===== config.mk =====
export PLATFORM = sky130hd
export DESIGN_NAME = draw_coord_arbiter_flat
export DESIGN_NICKNAME = d
export VERILOG_FILES = /design/src/rtl/gpu_draw_pkg.sv /design/src/rtl/draw_coord_arbiter_if.sv /design/src/rtl/rr_pick.sv /design/src/rtl/draw_coord_arbiter.sv /design/src/flat_wrapper.sv
export SDC_FILE = /design/constraint.sdc
export NUM_CORES = 1
export LEC_CHECK = 0
export CORE_ASPECT_RATIO = 1.25
export CORE_MARGIN = 2
export CORE_UTILIZATION = 40
export DETAILED_ROUTE_END_ITERATION = 8
export MAX_ROUTING_LAYER = met4
export PLACE_DENSITY = 0.83
export RECOVER_POWER = 50
export SYNTH_ARGS = -nofsm -noshare
export SYNTH_HDL_FRONTEND = slang
export SYNTH_SLANG_ARGS = --single-unit

===== constraint.sdc =====
create_clock -name CLK -period 9.3 [get_ports CLK]
set_clock_uncertainty 0.1 [all_clocks]
set_input_delay 1.86 -clock CLK [delete_from_list [all_inputs] [get_ports CLK]]
set_output_delay 1.86 -clock CLK [all_outputs]
set_load 0.02 [all_outputs]

===== src/rtl/gpu_draw_pkg.sv =====
// ---------------------------------------------------------------------------
// gpu_draw_pkg
// Shared constants for the drawing-engine coordinate path:
//   - well-known channel indices of the drawing engines
//   - arbitration mode encodings for the MODE input
//   - arbiter FSM state encoding
// No ports (package).
// ---------------------------------------------------------------------------
package gpu_draw_pkg;

  // Drawing-engine channel indices
  localparam int CF      = 0;
  localparam int CD      = 1;
  localparam int RF      = 2;
  localparam int RD      = 3;
  localparam int LD      = 4;
  localparam int FU      = 10;
  localparam int IDLE_CH = 15;

  // Arbitration modes
  localparam logic SELECT = 1'b0;
  localparam logic RROBIN = 1'b1;

  // Arbiter FSM states
  typedef enum logic {
    IDLE = 1'b0,
    LOCK = 1'b1
  } arb_state_t;

endpackage : gpu_draw_pkg


===== src/rtl/draw_coord_arbiter_if.sv =====
// ---------------------------------------------------------------------------
// draw_coord_arbiter_if
// Bundles the per-channel coordinate inputs, the arbitration controls and the
// registered output beat of the coordinate arbiter.
//   master : environment side (engines + pixel writer) - drives mode, sel,
//            in_x/in_y/in_valid/in_last, out_ready
//   slave  : arbiter side - drives in_ready, out_x/out_y/out_valid/out_last,
//            out_ch, busy
// Channel i occupies in_x[i*XW +: XW] and in_y[i*YW +: YW].
// ---------------------------------------------------------------------------
interface draw_coord_arbiter_if #(
  parameter int NCH = 8,
  parameter int XW  = 9,
  parameter int YW  = 8,
  parameter int SW  = $clog2(NCH)
);

  logic              mode;
  logic [SW-1:0]     sel;
  logic [NCH*XW-1:0] in_x;
  logic [NCH*YW-1:0] in_y;
  logic [NCH-1:0]    in_valid;
  logic [NCH-1:0]    in_last;
  logic [NCH-1:0]    in_ready;
  logic [XW-1:0]     out_x;
  logic [YW-1:0]     out_y;
  logic              out_valid;
  logic              out_last;
  logic [SW-1:0]     out_ch;
  logic              out_ready;
  logic              busy;

  modport master (
    output mode, sel, in_x, in_y, in_valid, in_last, out_ready,
    input  in_ready, out_x, out_y, out_valid, out_last, out_ch, busy
  );

  modport slave (
    input  mode, sel, in_x, in_y, in_valid, in_last, out_ready,
    output in_ready, out_x, out_y, out_valid, out_last, out_ch, busy
  );

endinterface : draw_coord_arbiter_if


===== src/rtl/rr_pick.sv =====
// ---------------------------------------------------------------------------
// rr_pick
// Combinational round-robin picker: finds the lowest-numbered requesting
// channel strictly after last_i, wrapping NCH-1 -> 0. last_i itself is the
// final candidate, so a lone requester is always found.
//   req_i   : per-channel request vector
//   last_i  : index granted most recently
//   found_o : some channel requests
//   idx_o   : chosen channel (0 when found_o is low)
// ---------------------------------------------------------------------------
module rr_pick #(
  parameter int NCH = 8,
  parameter int SW  = $clog2(NCH)
) (
  input  logic [NCH-1:0] req_i,
  input  logic [SW-1:0]  last_i,
  output logic           found_o,
  output logic [SW-1:0]  idx_o
);

  always_comb begin
    int            c;
    logic [SW-1:0] cand;
    found_o = 1'b0;
    idx_o   = '0;
    c       = 0;
    cand    = '0;
    for (int k = 1; k <= NCH; k++) begin
      // Wrap with a compare/subtract instead of a modulo
      c = int'(last_i) + k;
      if (c >= NCH) c = c - NCH;
      cand = SW'(c);
      if (!found_o && req_i[cand]) begin
        found_o = 1'b1;
        idx_o   = cand;
      end
    end
  end

endmodule : rr_pick


===== src/rtl/draw_coord_arbiter.sv =====
// ---------------------------------------------------------------------------
// draw_coord_arbiter
// Arbitrates NCH drawing-engine coordinate streams onto one registered
// coordinate beat for the pixel writer. A channel is locked for a whole
// primitive (until its last beat is accepted); arbitration happens only in
// IDLE, either by explicit select (SEL) or round-robin.
// Ports:
//   CLK   : clock, all state on the rising edge
//   RST_N : asynchronous active-low reset
//   bus   : draw_coord_arbiter_if.slave (controls, channel inputs, output beat)
// ---------------------------------------------------------------------------
module draw_coord_arbiter
  import gpu_draw_pkg::*;
#(
  parameter int NCH = 8,
  parameter int XW  = 9,
  parameter int YW  = 8,
  parameter int SW  = $clog2(NCH)
) (
  input  logic                  CLK,
  input  logic                  RST_N,
  draw_coord_arbiter_if.slave   bus
);

  // SEL extended by one bit so NCH itself is representable in the compare
  localparam logic [SW:0] NCH_EXT = (SW+1)'(NCH);

  arb_state_t    state_q, state_d;
  logic [SW-1:0] gnt_q, gnt_d;
  logic [SW-1:0] last_q, last_d;
  logic [XW-1:0] out_x_q, out_x_d;
  logic [YW-1:0] out_y_q, out_y_d;
  logic          out_valid_q, out_valid_d;
  logic          out_last_q, out_last_d;
  logic [SW-1:0] out_ch_q, out_ch_d;

  logic [XW-1:0]  x_arr [NCH];
  logic [YW-1:0]  y_arr [NCH];
  logic           rr_found;
  logic [SW-1:0]  rr_idx;
  logic           sel_ok;
  logic           can_accept;
  logic           accept;
  logic [NCH-1:0] in_ready;

  for (genvar i = 0; i < NCH; i++) begin : g_unpack
    assign x_arr[i] = bus.in_x[i*XW +: XW];
    assign y_arr[i] = bus.in_y[i*YW +: YW];
  end

  rr_pick #(
    .NCH (NCH),
    .SW  (SW)
  ) u_rr_pick (
    .req_i   (bus.in_valid),
    .last_i  (last_q),
    .found_o (rr_found),
    .idx_o   (rr_idx)
  );

  // Out-of-range SEL never grants; the index is only evaluated when in range
  assign sel_ok     = ({1'b0, bus.sel} < NCH_EXT) && bus.in_valid[bus.sel];
  // Output register can take a new beat when empty or draining this cycle
  assign can_accept = ~out_valid_q | bus.out_ready;

  always_comb begin
    in_ready = '0;
    if (state_q == LOCK && can_accept) in_ready[gnt_q] = 1'b1;
  end

  assign accept = in_ready[gnt_q] & bus.in_valid[gnt_q];

  always_comb begin
    state_d     = state_q;
    gnt_d       = gnt_q;
    last_d      = last_q;
    out_x_d     = out_x_q;
    out_y_d     = out_y_q;
    out_valid_d = out_valid_q;
    out_last_d  = out_last_q;
    out_ch_d    = out_ch_q;

    case (state_q)
      IDLE: begin
        if (bus.mode == RROBIN) begin
          if (rr_found) begin
            state_d = LOCK;
            gnt_d   = rr_idx;
          end
        end else if (sel_ok) begin
          state_d = LOCK;
          gnt_d   = bus.sel;
        end
      end
      LOCK: begin
        // Release on the same edge the last beat is taken
        if (accept && bus.in_last[gnt_q]) begin
          state_d = IDLE;
          last_d  = gnt_q;
        end
      end
      default: state_d = IDLE;
    endcase

    if (accept) begin
      out_x_d     = x_arr[gnt_q];
      out_y_d     = y_arr[gnt_q];
      out_last_d  = bus.in_last[gnt_q];
      out_ch_d    = gnt_q;
      out_valid_d = 1'b1;
    end else if (out_valid_q && bus.out_ready) begin
      out_valid_d = 1'b0;
    end
  end

  always_ff @(posedge CLK or negedge RST_N) begin
    if (!RST_N) begin
      state_q     <= IDLE;
      gnt_q       <= SW'(CF);
      last_q      <= SW'(NCH-1);
      out_x_q     <= '0;
      out_y_q     <= '0;
      out_valid_q <= 1'b0;
      out_last_q  <= 1'b0;
      out_ch_q    <= '0;
    end else begin
      state_q     <= state_d;
      gnt_q       <= gnt_d;
      last_q      <= last_d;
      out_x_q     <= out_x_d;
      out_y_q     <= out_y_d;
      out_valid_q <= out_valid_d;
      out_last_q  <= out_last_d;
      out_ch_q    <= out_ch_d;
    end
  end

  assign bus.in_ready  = in_ready;
  assign bus.out_x     = out_x_q;
  assign bus.out_y     = out_y_q;
  assign bus.out_valid = out_valid_q;
  assign bus.out_last  = out_last_q;
  assign bus.out_ch    = out_ch_q;
  assign bus.busy      = (state_q == LOCK);

endmodule : draw_coord_arbiter


===== src/flat_wrapper.sv =====
// flat-port wrapper written by rule: the top's interface ports become plain ports
module draw_coord_arbiter_flat import gpu_draw_pkg::*;
#(
  parameter int NCH = 8,
  parameter int XW  = 9,
  parameter int YW  = 8,
  parameter int SW  = $clog2(NCH)
)
  (CLK, RST_N, bus_mode, bus_sel, bus_in_x, bus_in_y, bus_in_valid, bus_in_last, bus_out_ready, bus_in_ready, bus_out_x, bus_out_y, bus_out_valid, bus_out_last, bus_out_ch, bus_busy);
  draw_coord_arbiter_if #(.NCH(NCH), .XW(XW), .YW(YW), .SW(SW)) bus_i ();
  input  logic CLK;
  input  logic RST_N;
  input wire logic [$bits(bus_i.mode)-1:0] bus_mode;
  input wire logic [$bits(bus_i.sel)-1:0] bus_sel;
  input wire logic [$bits(bus_i.in_x)-1:0] bus_in_x;
  input wire logic [$bits(bus_i.in_y)-1:0] bus_in_y;
  input wire logic [$bits(bus_i.in_valid)-1:0] bus_in_valid;
  input wire logic [$bits(bus_i.in_last)-1:0] bus_in_last;
  input wire logic [$bits(bus_i.out_ready)-1:0] bus_out_ready;
  output wire logic [$bits(bus_i.in_ready)-1:0] bus_in_ready;
  output wire logic [$bits(bus_i.out_x)-1:0] bus_out_x;
  output wire logic [$bits(bus_i.out_y)-1:0] bus_out_y;
  output wire logic [$bits(bus_i.out_valid)-1:0] bus_out_valid;
  output wire logic [$bits(bus_i.out_last)-1:0] bus_out_last;
  output wire logic [$bits(bus_i.out_ch)-1:0] bus_out_ch;
  output wire logic [$bits(bus_i.busy)-1:0] bus_busy;
  assign bus_i.mode = bus_mode;
  assign bus_i.sel = bus_sel;
  assign bus_i.in_x = bus_in_x;
  assign bus_i.in_y = bus_in_y;
  assign bus_i.in_valid = bus_in_valid;
  assign bus_i.in_last = bus_in_last;
  assign bus_i.out_ready = bus_out_ready;
  assign bus_in_ready = bus_i.in_ready;
  assign bus_out_x = bus_i.out_x;
  assign bus_out_y = bus_i.out_y;
  assign bus_out_valid = bus_i.out_valid;
  assign bus_out_last = bus_i.out_last;
  assign bus_out_ch = bus_i.out_ch;
  assign bus_busy = bus_i.busy;
  draw_coord_arbiter #(.NCH(NCH), .XW(XW), .YW(YW), .SW(SW)) u_core (.CLK(CLK), .RST_N(RST_N), .bus(bus_i));
endmodule

Word level (Yosys, flattened, before mapping)
Cells that the tools add are included.

operators by class
  $add $sub $neg = 16
  magnitude comparators = 20
  equality and inequality tests = 1
  mux-type cells = 67
  bitwise logic cells = 5
  reduce and logical (&&, ||, !) cells = 22

operator list
  operator                                                                 count
  3-bit 2-to-1 mux                                                         19
  3-bit by 4-bit < comparator with 1-bit output, second input constant     10
  1-bit binary-select mux with 3-bit select                                12
  4-bit >= comparator, second input constant                               8
  9-bit binary-select mux with 3-bit select                                1
  1-bit 2-to-1 mux                                                         27
  8-bit binary-select mux with 3-bit select                                1
  8-bit 2-to-1 mux                                                         3
  3-bit by 1-bit subtractor with 3-bit output, second input constant       8
  9-bit 2-to-1 mux                                                         2
  3-bit by 3-bit adder with 4-bit output, second input constant            4
  1-bit logical AND                                                        11
  3-bit by 2-bit adder with 4-bit output, second input constant            2
  1-bit zero test                                                          7
  3-bit by 4-bit adder with 5-bit output, second input constant            1
  5-bit by 4-bit >= comparator with 1-bit output, second input constant    1
  3-bit by 1-bit adder with 4-bit output, second input constant            1
  3-bit NOT with 4-bit output                                              1
  2-bit nonzero test                                                       2
  1-bit demux with 3-bit select                                            1
  3-bit by 1-bit >= comparator with 1-bit output, second input constant    1
  3-bit AND reduction                                                      1
  2-bit by 1-bit inequality test with 1-bit output, second input constant  1
  1-bit NOT                                                                2
  other kinds (4)                                                          4

word-level totals
  register bits = 29
  input bits = 159
  output and inout port bits = 31

Longest topological paths before layout
  word-level depth = 30
  gate-level depth with buffers = 12
  gate-level depth less buffers = 9

Cells and area by module
Synthesis repeated with hierarchy kept, for this count alone.

unflattened totals
  cells, all modules = 311
  area, all modules = 3509.6 um^2

modules (own cells, without submodules)
  module              times used  cells an instance  area each (um^2)  sequential area each (um^2)
  draw_coord_arbiter  1           207                2553.7            729.4
  rr_pick             1           104                955.9             0.0

Worst setup path before layout
Ideal clock, no wire load.

  path type = input port to output port
  from = in bus_out_ready
  to = out bus_in_ready[0]
  data arrival time = 2.818 ns
  path slack = 4.522 ns
  cell stages on the path = 4
  path buffers = 0
  cell sequence = nand2b_1 -> nand2_1 -> or2_2 -> nor3_1

on the way
  cells in the longest elaborated chain, start to end = 3

RTL lines
  element             RTL line                  source
  start: declaration  flat_wrapper.sv:19        input wire logic [$bits(bus_i.out_ready)-1:0] bus_out_ready;
  1-bit bitwise OR    draw_coord_arbiter.sv:64  assign can_accept = ~out_valid_q | bus.out_ready;
  1-bit logical AND   draw_coord_arbiter.sv:68  if (state_q == LOCK && can_accept) in_ready[gnt_q] = 1'b1;
  8-bit 2-to-1 mux    draw_coord_arbiter.sv:68
  end: declaration    flat_wrapper.sv:20        output wire logic [$bits(bus_i.in_ready)-1:0] bus_in_ready;

No other way between the ends.

Worst setup path after layout
Same ends and word-level chain as after synthesis.

==> impl_metrics.env <==
export IMPL_drc=0
export IMPL_die_h_microns=107
export IMPL_arrival_ps=3610
export IMPL_fillers=622
export IMPL_synth_area_mux_share_pct=49.4
export IMPL_clock_latency_ps=280
export IMPL_layout_drive_gt1_share_pct=19.4
export IMPL_cts_root_buf="clkbuf_8"
export IMPL_wl_per_cell_microns=20.3
export IMPL_cts_setup_buffers=0
export IMPL_ios=190
export IMPL_die_width_microns=86.1
export IMPL_ctsResizeCount=0
export IMPL_n_antenna_cell=0
export IMPL_period_share_pct=59.9
export IMPL_drt_wl_total_microns=11400
export IMPL_dr_pass1_iters=4
export IMPL_rsz0062_at_grt="no"
export IMPL_final_max_slew_viol_count=30
export IMPL_period_minus_slack_ps=5570
export IMPL_gp_congestion=0.967
export IMPL_hpwl_microns=9410
export IMPL_finalInstanceArea_sq_mm=0.00541
export IMPL_setup_tns_final_ps=0
export IMPL_timing_fmax_mhz=179
export IMPL_synth_fa_ha_area_share_pct=0.743
export IMPL_initial_core_util_pct=41.1
export IMPL_drt_iter0_markers=141
export IMPL_synth_ff_type="dfrtp_1"
export IMPL_path_class="primary input to primary output"
export IMPL_num_vias=3254
export IMPL_ir_drop_v=0.000154
export IMPL_p_leak_nw=2.02
export IMPL_detail_route_antenna_nets=0
export IMPL_required_ps=7340
export IMPL_clk_pin_slew_worst_paths_ps=70
export IMPL_clock_path_buffers=2
export IMPL_min_path_type="flip-flop to flip-flop"
export IMPL_avgSynthCellArea_sq_um=11.8
export IMPL_cts_tree="yes"
export IMPL_yosysSeqAreaShare_pct=21.7
export IMPL_vias_per_cell=5.80
export IMPL_critPathCaptureType="primary output"
export IMPL_syn_area_sq_mm=0.00337
export IMPL_synth_compound_area_share_pct=12.4
export IMPL_antenna_found_initial=0
export IMPL_grt_max_degree=46
export IMPL_grt_pass1_vias=3502
export IMPL_grt_usage_pct=25.7
export IMPL_synth_edf_count=0
export IMPL_worstMarginPinSlew_ps=1590
export IMPL_synth_top_family_by_area="multiplexers"
export IMPL_status="finished with violations"
export IMPL_r2r_cells=9
export IMPL_nets=624
export IMPL_setup_violations=0
export IMPL_maxCapViolations=1
export IMPL_finalHoldViolCount=0
export IMPL_startpoint_type="primary input"
export IMPL_hold_buffers=0
export IMPL_die_area_sq_mm=0.00918
export IMPL_core_sq_mm=0.00819
export IMPL_grt_overflow_total=0
export IMPL_postSynthCellCount=285
export IMPL_synth_distinct_cells=56
export IMPL_grt_pass1_wl_microns=17600
export IMPL_synth_nets=446
export IMPL_p_per_area_mw_per_mm2=303
export IMPL_worstHoldPathCells=1
export IMPL_io_buffers=189
export IMPL_areaGrowthSynthToFinish_pct=60.6
export IMPL_place_area_sq_mm=0.00528
export IMPL_ys_warn_count=0
export IMPL_cts_buffers=5
export IMPL_timing_final_ws_setup_ps=3730
export IMPL_rows=37
export IMPL_hold_ws_ps=382
export IMPL_cp_max_fo=4
export IMPL_place_ws_ps=3720
export IMPL_violations="max-capacitance violations, max-slew violations"
export IMPL_htree_levels=2
export IMPL_power_total_w=0.00164
export IMPL_synthXorXnorAreaFrac_pct=1.56
export IMPL_async_reset_ff_share_pct=100
export IMPL_slew_headroom_pct=-5.90
export IMPL_cts_sinks=29
export IMPL_synth_seq_cells=29
export IMPL_synthSimpleGateAreaFrac_pct=9.03
[worst paths after layout]
check / from / end / slack [ps]
max: bus_out_ready / bus_in_ready[0] / 3730
min: u_core.bus.out_last / u_core.bus.out_last / 380
max reg2reg: u_core.last_q[0] / u_core.gnt_q[2] / 5520
min reg2reg: u_core.bus.out_last / u_core.bus.out_last / 380
max in group asynchronous: RST_N / u_core.gnt_q[2] / 5650
min in group asynchronous: RST_N / u_core.bus.out_y[3] / 2410
[cells by family after synthesis]
group | Yosys count
muxes | 92
and+or+nand+nor | 68
xor gates and xnor gates | 3
AOI/OAI and AO/OA | 60
adders and majority gates | 2
DFF | 29
buffers and inverters | 31
[placed cells by master (no fill, tap or decap), types with 4 or more instances in the layout]
master             n
mux2_4             4
nand2b_1           4
dlygate4sd3_1     16
buf_4              4
nor2_1            40
mux2i_1           28
clkdlybuf4s50_1  173
dfrtp_1           24
mux4_2            45
nor3_1             4
clkbuf_8           5
mux2_2             5
inv_1              8
nand2_1            9
o21ai_0            7
mux4_1             8
a21oi_1           23
[final cells by class]
type,count,area [sq um],area share (%)
multi-input cells,225,2470,45.6
repair buffers,194,1930,35.6
flip-flops and latches,29,732,13.5
well taps,97,121,2.24
clock buffers,5,68.8,1.27
clock inverters,3,65.1,1.20
inverters,8,30.0,0.555
[critical path: stages]
cell and delay [ps]:
clkdlybuf4s50_1 450, nand2b_1 140, nand2_1 90, or2_2 320
nor3_1 130, clkdlybuf4s50_1 630
[stage by stage]
step / util [%] / std cells
global placement: 64.4 / 553
finish: 66.0 / 561
global route: 66.0 / 561
CTS: 66.1 / 561
floorplan: - / 285
detailed placement: 64.4 / 553
[cells in the mapped netlist, types with 2 or more instances]
cell type  count  area share, %
dfrtp_1       26             19
dfstp_2        3            2.3
clkbuf_1       6           0.67
o32ai_1        2           0.52
ha_1           2           0.74
a21o_1         2           0.45
a311oi_1       2           0.52
a21oi_1       23            3.4
a211oi_1       2           0.45
buf_6          3            1.0
nor2_1        41            4.6
mux2i_4        2            1.3
o221ai_1       3           0.78
buf_2          5           0.74
mux2_4         4            1.8
mux2_2         5            1.7
mux4_1         8            6.2
mux4_2        45             30
clkbuf_8       3            1.2
nand2b_1       4           0.74
nand2_1        9            1.0
or2_2          2           0.37
nor3_1         4           0.59
o21ai_0        7            1.0
buf_1          6           0.67
and3_2         2           0.45
inv_1          8           0.89
mux2i_1       28            8.3
[report_power, final]
group,internal (W),leakage (nW),switching (W)
Clock,0.000106,0.0681,0.0000494
Sequential,0.000198,0.325,0.0000777
Combinational,0.000609,1.62,0.000597
Total,0.000914,2.02,0.000724
[state kept, by name (all words and copies together) (netlist names)]
signal,count
u_core.bus.out_ch,3
u_core.last_q,3
u_core.bus.out_y,8
u_core.bus.out_valid,1
u_core.bus.out_last,1
u_core.gnt_q,3
u_core.bus.busy,1
u_core.bus.out_x,9
[per-layer routing]
layer  part of all wire (%)  wire, microns  GRT usage [%]
met4                    2.1            242           6.46
met3                    7.1            807           5.54
met1                     33           3780           25.9
met5                      0              0              -
met2                     58           6560           49.4
Note: power is estimated with default switching activity, not from simulation.
==> RTL change 1: new RTL, same flow settings <==
Make the reset (`RST_N`) synchronous in one clocked block. Comments in the files are not updated.
--- a/src/rtl/draw_coord_arbiter.sv
+++ b/src/rtl/draw_coord_arbiter.sv
@@ -114,5 +114,5 @@
   end
 
-  always_ff @(posedge CLK or negedge RST_N) begin
+  always_ff @(posedge CLK) begin
     if (!RST_N) begin
       state_q     <= IDLE;
Behaviour: differs if RST_N is asserted again (counterexample within 4 cycles, from zero or initial values and one cycle with RST_N low); with RST_N held inactive, the same outputs for 4 cycles.
==> RTL change 1 against the unedited design <==
The run still ends with capacitance limit, slew limit left; synthesized area is 7.1% lower; cell area decreased by 4.8%; register-to-register slack lost 0.50 ns; worst setup slack worse by 0.078 ns; critical endpoint unchanged; cell count fell by 1.6%; count of clock-buffer cells in the layout increased by 1; wire length fell by 6.4%; sequential cell count did not move; via count decreased by 1.4%; highest routed layer unchanged; fmax shrank 1.4%.
Power is not compared: it rests on default switching activity, and its combinational part moved more than twofold at a synthesized area within 25%.
==> RTL change 1: results (changes against the unedited design) <==
| Metric | Value |
|---|---|
| Status | `finished with violations (unchanged)` |
| Failing checks | `capacitance limit, slew limit (unchanged)` |
| Reg2reg setup slack | `5.02 ns (was 5.52 ns)` |
| Asr flop ratio synth | `0% (was 100%)` |
| Pwr dens | `126 nW/um^2` |
| R2r startpoint | `u_core.last_q[0]$_SDFFE_PN1P_ (was u_core.last_q[0]$_DFFE_PN1P_)` |
| Post-Synth XOR/XNOR Area | `1.12% (was 1.56%)` |
| Synthesized area per cell | `11.1 um^2 (was 11.8 um^2)` |
| Number of fill cells in the layout | `608 (was 622)` |
| Placed cell count | `544 (was 553)` |
| Post-synth top area share | `36.0% (was 30.1%)` |
| Hold_ws | `0.393 ns (was 0.382 ns)` |
| Hold endpoint | `u_core.bus.out_y[1]$_SDFFE_PN0P_ (was u_core.bus.out_last$_DFFE_PN0P_)` |
| Hold Path Depth | `1 (unchanged)` |
| Fin. max-slew vios | `41 (was 30)` |
| Routed WL | `10700 um (was 11400 um)` |
| Synth Area in Adders | `0.800% (was 0.743%)` |
| Iteration-0 DRC Markers | `125 (was 141)` |
| Via density per instance | `5.81 (was 5.80)` |
| Nets | `617 (was 624)` |
| Syn_nets | `442 (was 446)` |
| Clk buf depth | `2 (unchanged)` |
| Slew margin rel. | `-7.00% (was -5.90%)` |
| Vias in the first global route | `3241 (was 3502)` |
| Synth Flop Type | `dfxtp_1 (was dfrtp_1)` |
| Largest register FFs | `9 (unchanged)` |
| Reg2reg end | `u_core.gnt_q[2]$_SDFFE_PN0P_ (was u_core.gnt_q[2]$_DFFE_PN0P_)` |
| Worst slack at placement | `3.66 ns (was 3.72 ns)` |
| Area after DPL | `5070 um^2 (was 5280 um^2)` |
| GRT Total Usage | `24.4% (was 25.7%)` |
| Post-synthesis sequential area ratio | `18.6% (was 21.7%)` |
| Routability cong. | `0.850 (was 0.967)` |
| Top area cells in the synthesized netlist | `mux4_2, dfxtp_1, mux2i_1 (was mux4_2, dfrtp_1, mux2i_1)` |
| Layout cells sized above 1 | `16.4% (was 19.4%)` |
| Wire per inst | `19.3 um (was 20.3 um)` |
| Sequential power | `0.158 mW` |
| Largest net degree at the start of global routing | `46 (unchanged)` |
| Unique masters post-synth | `46 (was 56)` |
| Worst EP arrival | `3.69 ns (was 3.61 ns)` |
| Synth Area in Compound Gates | `12.6% (was 12.4%)` |
| Post-synth top cells | `mux4_2, mux2i_1, dfxtp_1 (was mux4_2, nor2_1, mux2i_1)` |
| Max-cap violations | `1 (unchanged)` |
| Post-synthesis mux area share | `51.1% (was 49.4%)` |
| Dpl hpwl | `8660 um (was 9410 um)` |
| Final worst slack | `3.65 ns (was 3.73 ns)` |
| HP Start | `u_core.bus.out_y[1]$_SDFFE_PN0P_ (was u_core.bus.out_last$_DFFE_PN0P_)` |
## RTL change 1: cell types whose count changed after synthesis, moves of 6 or more
cell | before | now
a211oi_1 | 2 | 13
nor2_1 | 41 | 28
a21oi_1 | 23 | 7
nand2_1 | 9 | 15
dfxtp_1 | 0 | 29
nor2b_1 | 0 | 7
dfrtp_1 | 26 | 0
clkbuf_1 | 6 | 19
## RTL change 1: final cells by class
class,count,area [um^2],area share [%]
Tap cell,95,119,2.31
Clock inverter,2,10.0,0.194
Multi-Input combinational cell,222,2430,47.2
Clock buffer,6,72.6,1.41
Inverter,5,18.8,0.364
Sequential cell,29,583,11.3
Timing Repair Buffer,193,1920,37.2
## RTL change 1: layer usage
metal  global-route usage [%]  share of wire (%)
met1                     25.7                 35
met2                     45.9                 56
met3                     3.92                6.1
met4                     9.58                2.9
met5                        -                  0
## RTL change 1: worst max-delay path, delay by kind of cell
| family | cells | cell delay [ns] |
|---|---|---|
| buffers and inverters | 2 | 1.11 |
| and+or+nand+nor | 4 | 0.73 |
==> RTL change 2: new RTL, config.mk and constraints unchanged <==
Made on the original files. `NCH` is set to 8 in 4 places; all go to 4.
--- a/src/rtl/draw_coord_arbiter_if.sv
+++ b/src/rtl/draw_coord_arbiter_if.sv
@@ -10,5 +10,5 @@
 // ---------------------------------------------------------------------------
 interface draw_coord_arbiter_if #(
-  parameter int NCH = 8,
+  parameter int NCH = 4,
   parameter int XW  = 9,
   parameter int YW  = 8,
--- a/src/rtl/rr_pick.sv
+++ b/src/rtl/rr_pick.sv
@@ -10,5 +10,5 @@
 // ---------------------------------------------------------------------------
 module rr_pick #(
-  parameter int NCH = 8,
+  parameter int NCH = 4,
   parameter int SW  = $clog2(NCH)
 ) (
--- a/src/rtl/draw_coord_arbiter.sv
+++ b/src/rtl/draw_coord_arbiter.sv
@@ -13,5 +13,5 @@
   import gpu_draw_pkg::*;
 #(
-  parameter int NCH = 8,
+  parameter int NCH = 4,
   parameter int XW  = 9,
   parameter int YW  = 8,
--- a/src/flat_wrapper.sv
+++ b/src/flat_wrapper.sv
@@ -2,5 +2,5 @@
 module draw_coord_arbiter_flat import gpu_draw_pkg::*;
 #(
-  parameter int NCH = 8,
+  parameter int NCH = 4,
   parameter int XW  = 9,
   parameter int YW  = 8,
Ports: changed (7 resized); port bits go from 190 to 108. No check against the original RTL was run, so the function may have changed too.
==> RTL change 2 against the unedited design <==
Sequential share of layout area rose by 9.4 points; sequential power fell by 13%; cell area fell by 47%; worst hold slack got worse by 0.0091 ns; sequential cell count fell by 3; synthesized cell count fell by 55%; critical path type unchanged; worst setup slack improved by 0.018 ns; wire length fell by 56%; first-iteration DRC count fell by 54%; largest cell class is now buffers; total power fell by 51%; synthesized area fell by 49%.
==> RTL change 2: results (changes against the unedited design) <==
| Metric | Value |
|---|---|
| Status | `finished, final reports clean (was finished with violations)` |
| H-tree Lvls | `1 (was 2)` |
| Peak VDD IR | `0.183 mV (was 0.154 mV)` |
| Area after DPL | `2800 um^2 (was 5280 um^2)` |
| Post-synth top cells | `dfrtp_1, mux4_2, mux2_1 (was mux4_2, nor2_1, mux2i_1)` |
| Synth Area in Compound Gates | `4.51% (was 12.4%)` |
| Port bufs | `107 (was 189)` |
| Slew margin rel. | `10.3% (was -5.90%)` |
| GRT Total Usage | `22.0% (was 25.7%)` |
| Post-Synth XOR/XNOR Area | `0% (was 1.56%)` |
| Worst EP arrival | `3.59 ns (was 3.61 ns)` |
| First-pass GRT wire length | `8160 um (was 17600 um)` |
| Post-CTS setup buffers | `0 (unchanged)` |
| Syn_nets | `210 (was 446)` |
| Synth Area in Adders | `0% (was 0.743%)` |
| Worst Path Max Fanout | `6 (was 4)` |
| Leakage | `1.12 nW (was 2.02 nW)` |
| Vias in the first global route | `1579 (was 3502)` |
| Unique masters post-synth | `34 (was 56)` |
| Routed WL | `5070 um (was 11400 um)` |
| R2r startpoint | `u_core.gnt_q[1]$_DFFE_PN0P_ (was u_core.last_q[0]$_DFFE_PN1P_)` |
| Largest net degree at the start of global routing | `27 (was 46)` |
| TritonCTS buffer count | `3 (was 5)` |
| Top area cells in the synthesized netlist | `dfrtp_1, mux4_2, mux2_1 (was mux4_2, dfrtp_1, mux2i_1)` |
| Post-synthesis sequential area ratio | `38.0% (was 21.7%)` |
| Dpl hpwl | `4070 um (was 9410 um)` |
-- RTL change 2: changes by cell type after synthesis, sizes merged, moves of 3 or more --
cell,change
nand2b,-3
nor3,-3
inv,-6
nor2,-34
mux4,-33
o21ai,-7
a21oi,-23
o221ai,-3
mux2,+14
clkbuf,-6
mux2i,-25
buf,-4
-- RTL change 2: layer usage --
layer  GRT usage (%)  share of wire, %
met4            3.56              0.55
met5               -                 0
met2            37.4                51
met3            6.74               9.1
met1            26.2                40
-- RTL change 2: where the power goes --
part | internal, mW | leakage (nW) | switching [mW]
logic | 0.274 | 0.788 | 0.210
clock network | 0.0378 | 0.0288 | 0.0330
registers | 0.177 | 0.301 | 0.0636
total | 0.488 | 1.12 | 0.307
-- RTL change 2: kinds of logic (layout without fill, tap and decap cells) --
kind of cell / after synthesis / count (layout)
flops: 26 / 26
compound gates: 11 / 11
buf+inv: 15 / 115
simple gates: 28 / 28
mux: 48 / 48
-- RTL change 2: final cells by class --
type | count | area (um^2)
repair buffers | 109 | 1080
flip-flops and latches | 26 | 653
clock buffers | 4 | 55.1
inverters | 2 | 7.51
fillers | 306 | 1250
well taps | 56 | 70.1
multi-input cells | 87 | 985
-- RTL change 2: stage by stage --
step	worst slack (ns)	hold slack [ns]	total power, mW	cells
after floorplan	4.61	0.481	0.552	128
after global placement	3.82	0.362	0.729	280
after CTS	3.74	0.385	0.816	284
after detailed placement	3.76	0.364	0.745	280
after global routing	3.63	0.397	0.842	284
final	3.75	0.373	0.795	284
-- RTL change 2: path summary, 6_finish.rpt --
path | end | slack (ns) | cells after the start
setup / recovery | bus_in_ready[0] | 3.75 | 5
hold / removal | u_core.bus.out_last$_DFFE_PN0P_ | 0.37 | 2
setup reg to reg | u_core.bus.out_y[2]$_DFFE_PN0P_ | 6.31 | 3
hold reg to reg | u_core.bus.out_last$_DFFE_PN0P_ | 0.37 | 2
min in group asynchronous | u_core.bus.out_y[4]$_DFFE_PN0P_ | 2.32 | 2
max in group asynchronous | u_core.bus.out_ch[1]$_DFFE_PN0P_ | 6.00 | 2
-- RTL change 2: worst max-delay path: stages --
cell,delay (ns)
clkdlybuf4s50_1,0.45
nand2b_1,0.12
and2_0,0.30
nor3b_1,0.22
clkdlybuf4s50_1,0.64
